$ cat src/rtl/tape_line_conditioner.sv
// tape_line_conditioner
//   Cleans up the raw cassette line input before it feeds the console tape
//   input. The pin is optionally inverted and synchronised. A counting glitch
//   filter then produces a clean level (tape_o) and a one-clock strobe on each
//   level change (edge_o). From that strobe the block derives a carrier-present
//   flag (active_o) and a saturating edge counter (edge_cnt_o).
// Ports
//   clk_i       system clock
//   reset_n_i   asynchronous active-low reset
//   clk_en_i    sample enable; the filter counter and activity timer advance only when it is high
//   tape_raw_i  raw line input, asynchronous to clk_i
//   invert_i    1 = invert line polarity ahead of the synchroniser
//   clr_i       synchronous clear of edge_cnt_o
//   tape_o      filtered tape level (registered)
//   edge_o      one-clock pulse on every tape_o transition
//   active_o    signal present
//   edge_cnt_o  filtered edges since reset/clear, saturating at 16'hFFFF
module tape_line_conditioner #(
  parameter int SYNC_STAGES = 2,
  parameter int FILT_LEN    = 16,
  parameter int MIN_EDGES   = 8,
  parameter int ACT_TIMEOUT = 65535
) (
  input  logic        clk_i,
  input  logic        reset_n_i,
  input  logic        clk_en_i,
  input  logic        tape_raw_i,
  input  logic        invert_i,
  input  logic        clr_i,
  output logic        tape_o,
  output logic        edge_o,
  output logic        active_o,
  output logic [15:0] edge_cnt_o
);

  localparam int FCW = (FILT_LEN > 1) ? $clog2(FILT_LEN) : 1;
  localparam int ACW = $clog2(MIN_EDGES + 1);
  localparam logic [FCW-1:0] FILT_LAST = FCW'(FILT_LEN - 1);
  localparam logic [ACW-1:0] ARM_LAST  = ACW'(MIN_EDGES - 1);
  localparam logic [19:0]    TMO       = 20'(ACT_TIMEOUT);

  typedef enum logic [1:0] {IDLE, ARM, ACTIVE} state_t;

  logic [SYNC_STAGES-1:0] sync_q;
  logic                   sy;
  logic [FCW-1:0]         fcnt;
  logic [19:0]            timer;
  logic [ACW-1:0]         arm_cnt;
  state_t                 state;

  // Synchroniser runs on every clock; only the filter is sample-gated.
  always_ff @(posedge clk_i or negedge reset_n_i) begin
    if (!reset_n_i) sync_q <= '0;
    else            sync_q <= {sync_q[SYNC_STAGES-2:0], tape_raw_i ^ invert_i};
  end

  assign sy = sync_q[SYNC_STAGES-1];

  // Glitch filter: tape_o flips only after FILT_LEN consecutive differing
  // samples; any agreeing sample restarts the run.
  always_ff @(posedge clk_i or negedge reset_n_i) begin
    if (!reset_n_i) begin
      fcnt   <= '0;
      tape_o <= 1'b0;
      edge_o <= 1'b0;
    end else begin
      edge_o <= 1'b0;
      if (clk_en_i) begin
        if (sy == tape_o) begin
          fcnt <= '0;
        end else if (fcnt == FILT_LAST) begin
          tape_o <= sy;
          fcnt   <= '0;
          edge_o <= 1'b1;
        end else begin
          fcnt <= fcnt + FCW'(1);
        end
      end
    end
  end

  // Enabled samples since the last edge; an edge clears it even when a
  // sample lands in the same cycle.
  always_ff @(posedge clk_i or negedge reset_n_i) begin
    if (!reset_n_i)                    timer <= '0;
    else if (edge_o)                   timer <= '0;
    else if (clk_en_i && timer != TMO) timer <= timer + 20'd1;
  end

  // Activity FSM. An edge takes precedence over a stale timeout because the
  // timer is being cleared by that same edge.
  always_ff @(posedge clk_i or negedge reset_n_i) begin
    if (!reset_n_i) begin
      state    <= IDLE;
      arm_cnt  <= '0;
      active_o <= 1'b0;
    end else begin
      case (state)
        IDLE: begin
          if (edge_o) begin
            if (MIN_EDGES == 1) begin
              state    <= ACTIVE;
              active_o <= 1'b1;
            end else begin
              state   <= ARM;
              arm_cnt <= ACW'(1);
            end
          end
        end
        ARM: begin
          if (edge_o) begin
            if (arm_cnt == ARM_LAST) begin
              state    <= ACTIVE;
              active_o <= 1'b1;
              arm_cnt  <= '0;
            end else begin
              arm_cnt <= arm_cnt + ACW'(1);
            end
          end else if (timer == TMO) begin
            state   <= IDLE;
            arm_cnt <= '0;
          end
        end
        ACTIVE: begin
          if (!edge_o && timer == TMO) begin
            state    <= IDLE;
            active_o <= 1'b0;
          end
        end
        default: begin
          state    <= IDLE;
          arm_cnt  <= '0;
          active_o <= 1'b0;
        end
      endcase
    end
  end

  // Saturating edge counter; clear beats a coincident edge.
  always_ff @(posedge clk_i or negedge reset_n_i) begin
    if (!reset_n_i)                             edge_cnt_o <= '0;
    else if (clr_i)                             edge_cnt_o <= '0;
    else if (edge_o && edge_cnt_o != 16'hFFFF)  edge_cnt_o <= edge_cnt_o + 16'd1;
  end

endmodule
$ cat config.mk
export PLATFORM = sky130hd
export DESIGN_NAME = tape_line_conditioner
export DESIGN_NICKNAME = d
export VERILOG_FILES = /design/src/rtl/tape_line_conditioner.sv
export SDC_FILE = /design/constraint.sdc
export NUM_CORES = 1
export LEC_CHECK = 0
export CORE_MARGIN = 3
export CORE_UTILIZATION = 45
export CTS_CLUSTER_SIZE = 25
export DETAILED_ROUTE_END_ITERATION = 16
export GPL_TIMING_DRIVEN = 1
export PLACE_DENSITY = 0.71
export SLEW_MARGIN = 15
export SYNTH_ARGS = -nofsm -noshare
export SYNTH_HDL_FRONTEND = slang
export SYNTH_SLANG_ARGS = --single-unit
export TNS_END_PERCENT = 20
$ cat constraint.sdc
create_clock -name clk_i -period 1.7 [get_ports clk_i]
set_clock_uncertainty 0.05 [all_clocks]
set_input_delay 0.425 -clock clk_i [delete_from_list [all_inputs] [get_ports clk_i]]
set_output_delay 0.425 -clock clk_i [all_outputs]
set_load 0.005 [all_outputs]
==> impl_metrics.toml <==
[timing]
slew_headroom_pct = 76.2
drv_slew = 0
rsz0062_at_grt = "true"
period_share_pct = 108
setup_viol = 23
period_needed_ns = 1.83
timing.hold.ws_ns = 0.0259
finalSetupTns_ns = -1.05
fmax_ghz = 0.545
worst_slew_pin_slew_ns = 0.357
layout_setup_ws_ns = -0.135
hold_viol = 0

[worst_setup_path]
crit_arrival_ns = 1.99
required_ns = 1.85
crit_type = "reg2reg"
path_cells = "nor4_4 > nand4_1 > buf_4 > o211a_1 > xnor2_1 > nor2_1"
critical_path.max_stage_delay_ns = 0.43
crit_path_max_fanout = 3
endpoint_kind = "flop"
worst-path-buf-inv = 1
cp_slowest_cell = "dfrtp_1"
critPathTopFamily = "simple AND/OR/NAND/NOR gates"
start_kind = "flop"

[die]
fp-row-count = 27
io_pins = 25
fp.dieArea_um2 = 6960
die_h_um = 83.4
start_util_pct = 47.8
die_x_um = 83.4
core-area_um2 = 5640

[synthesis]
synth_edf_count = 0
synth.avg_cell_area_um2 = 9.56
postSynthCellCount = 282
seq_area_frac_synth_pct = 47.3
syn-cell-area_um2 = 2700
yosysWarnings = 0
synth_seq_cells = 51
ys_types = 53
async_reset_ff_share_pct = 100
syn_nets = 292
synth_flop_cell = "dfrtp_1"

[route]
drt-vias-per-instance = 5.53
route.antenna.remaining_nets = 0
firstDrtPassIters = 4
drt_iter0_drc = 81
drt-total-wl_um = 6310
vias = 2434
route.detailed.drc = 0
wl_per_cell_um = 14.3

[global_route]
grt_max_degree = 52
antenna_found_initial = 0
grt-ovfl-total = 0
grt_pass1_vias = 2538
grt_use_total_pct = 19.1
grt_pass1_wl_um = 11100

[clock_tree]
h-tree-depth = 2
numCtsBuffers = 5
clkTransAtPathRegs_ns = 0.10
cts_tree = "yes"
clockRootBuffer = "clkbuf_8"
insertion_delay_ns = 0.31
cts_hold_buf = 0
clockBufferDepth = 2
clkSinkCount = 51

[job]
drv_cap = 0

[layout]
drive_gt1_share_pct = 28.8
num-fill-cells = 449
fin_cells = 440
nets = 377
syn_to_final_growth_pct = 37.5
diodes = 0

[power]
p_int_mw = 1.98
p_clk_share_pct = 31.8
p_sw_mw = 0.694
power_leakage_nw = 1.72
netSwitchingFraction_pct = 26.0
total_power_mw = 2.67
comb_power_share_pct = 16.1
ir_worst_vdd_mv = 0.633
power_frac_seq_pct = 52.1
p_per_area_nw_per_um2 = 720

[place]
dp_cells = 428
io_buffer_count = 24
globalplace.congestion = 0.793
hpwl_um = 4360

[worst_hold_path]
hold_path_class = "in2async"

[status]
status = "finished, violations left"
violations = "negative setup slack"
==> stage by stage <==
step	setup WS, ns	instance area [um^2]	utilization (%)
global route	-0.196	3710	65.7
finish	-0.135	3710	65.7
floorplan	-0.0805	2710	-
global placement	-0.174	3440	61.1
CTS	-0.0933	3650	64.7
detailed placement	-0.231	3440	61.1
==> state kept, by name (all words and copies together), names as in the netlist <==
name and cells:
sync_q 2, active_o 1, state 2, arm_cnt 4
edge_cnt_o 16, tape_o 1, edge_o 1, fcnt 4
timer 20
==> logic make-up (layout without fill, tap and decap cells) <==
kind of cell / after synthesis / in the layout / share of synthesized area, %
mux: 5 / 5 / 2.13
compound gates: 48 / 48 / 12.1
fa+ha+maj: 4 / 4 / 1.86
xor+xnor: 22 / 22 / 7.15
buf+inv: 16 / 102 / 2.55
simple gates: 136 / 136 / 26.9
flops: 51 / 51 / 47.3
==> metal layers <==
| layer | part of all wire [%] | vias to the layer above | GRT usage, % |
|---|---|---|---|
| met3 | 3.7 | 10 | 2.58 |
| met2 | 49 | 48 | 33.5 |
| met4 | 1.5 | 0 | 7.88 |
| li1 | - | 1195 | - |
| met1 | 46 | 1181 | 23.5 |
| met5 | 0 | - | 0 |
==> power by group through the flow <==
stage	clock network, mW	logic, mW	registers [mW]
global route	0.908	0.476	1.41
floorplan	0	0.185	1.40
finish	0.850	0.429	1.39
global placement	0	0.383	1.40
detailed placement	0	0.390	1.40
CTS	0.869	0.420	1.39
==> worst reg2reg max path: cells and delay by family (launching register included) <==
family	cells	cell delay, ns
and+or+nand+nor	3	0.68
DFF	1	0.43
AOI/OAI and AO/OA	1	0.22
buffers and inverters	1	0.20
xor gates and xnor gates	1	0.14
==> what timing repair did <==
item                                   CTS  global route
cloned                                   0             0
pin swaps                               13            15
endpoints found under the hold margin    0             0
setup buffers                            3             2
gates resized for setup                 41            10
setup endpoints to repair               46            43
==> synthesized netlist by cell type (all sizes together) (2+ instances only) <==
cell | instances | area share (%)
dfrtp | 51 | 47
nor2 | 33 | 4.6
nand3 | 22 | 4.1
nand2 | 21 | 3.3
xnor2 | 14 | 4.5
o21ai | 13 | 2.4
a21oi | 12 | 2.2
nor3 | 12 | 2.2
nand4 | 11 | 2.6
and3 | 10 | 2.3
clkbuf | 8 | 1.1
xor2 | 8 | 2.6
and4 | 6 | 2.0
inv | 5 | 0.70
nor2b | 5 | 1.2
or3 | 5 | 1.2
ha | 4 | 1.9
nor4 | 4 | 1.4
a22o | 3 | 0.97
buf | 3 | 0.74
mux2 | 3 | 1.4
a211oi | 2 | 0.56
a21o | 2 | 0.56
a31oi | 2 | 0.46
a41oi | 2 | 0.65
mux2i | 2 | 0.74
nor4b | 2 | 0.65
==> final cells by class <==
cell class              instances  area (um^2)  share of cell area, %
inverters                       5         18.8                  0.506
repair buffers                 89          724                   19.5
multi-input cells             215         1490                   40.1
clock inverters                 3         43.8                   1.18
flip-flops and latches         51         1280                   34.4
clock buffers                   5         68.8                   1.86
well taps                      72         90.1                   2.43
==> cells in the final DEF, fill, tap and decap left out, drive strengths merged, types with 2 or more instances in the layout <==
cell type and n:
xnor2 14, o21ai 13, clkdlybuf4s50 5, nand2 21
ha 4, nor2 33, dlygate4sd2 18, or3 5
nand4 11, mux2i 2, nor2b 5, clkinv 2
clkbuf 5, nor3 12, inv 5, a31oi 2
a22o 3, xor2 8, and4 6, dfrtp 51
buf 66, a21o 2, nor4 4, a21oi 12
mux2 3, a211oi 2, nand3 22, and3 10
nor4b 2, a41oi 2
==> final timing paths <==
path,from,to,slack (ns),cells past startpoint
min in group clk_i,sync_q[0],sync_q[1],0.31,0
max,timer[19],timer[3],-0.13,6
min,reset_n_i,edge_cnt_o[9],0.03,2
max reg2reg,timer[19],timer[3],-0.13,6
max in group asynchronous,reset_n_i,timer[14],1.31,2
min reg2reg,sync_q[0],sync_q[1],0.31,0
No activity file was read; power rests on OpenSTA's default activity.
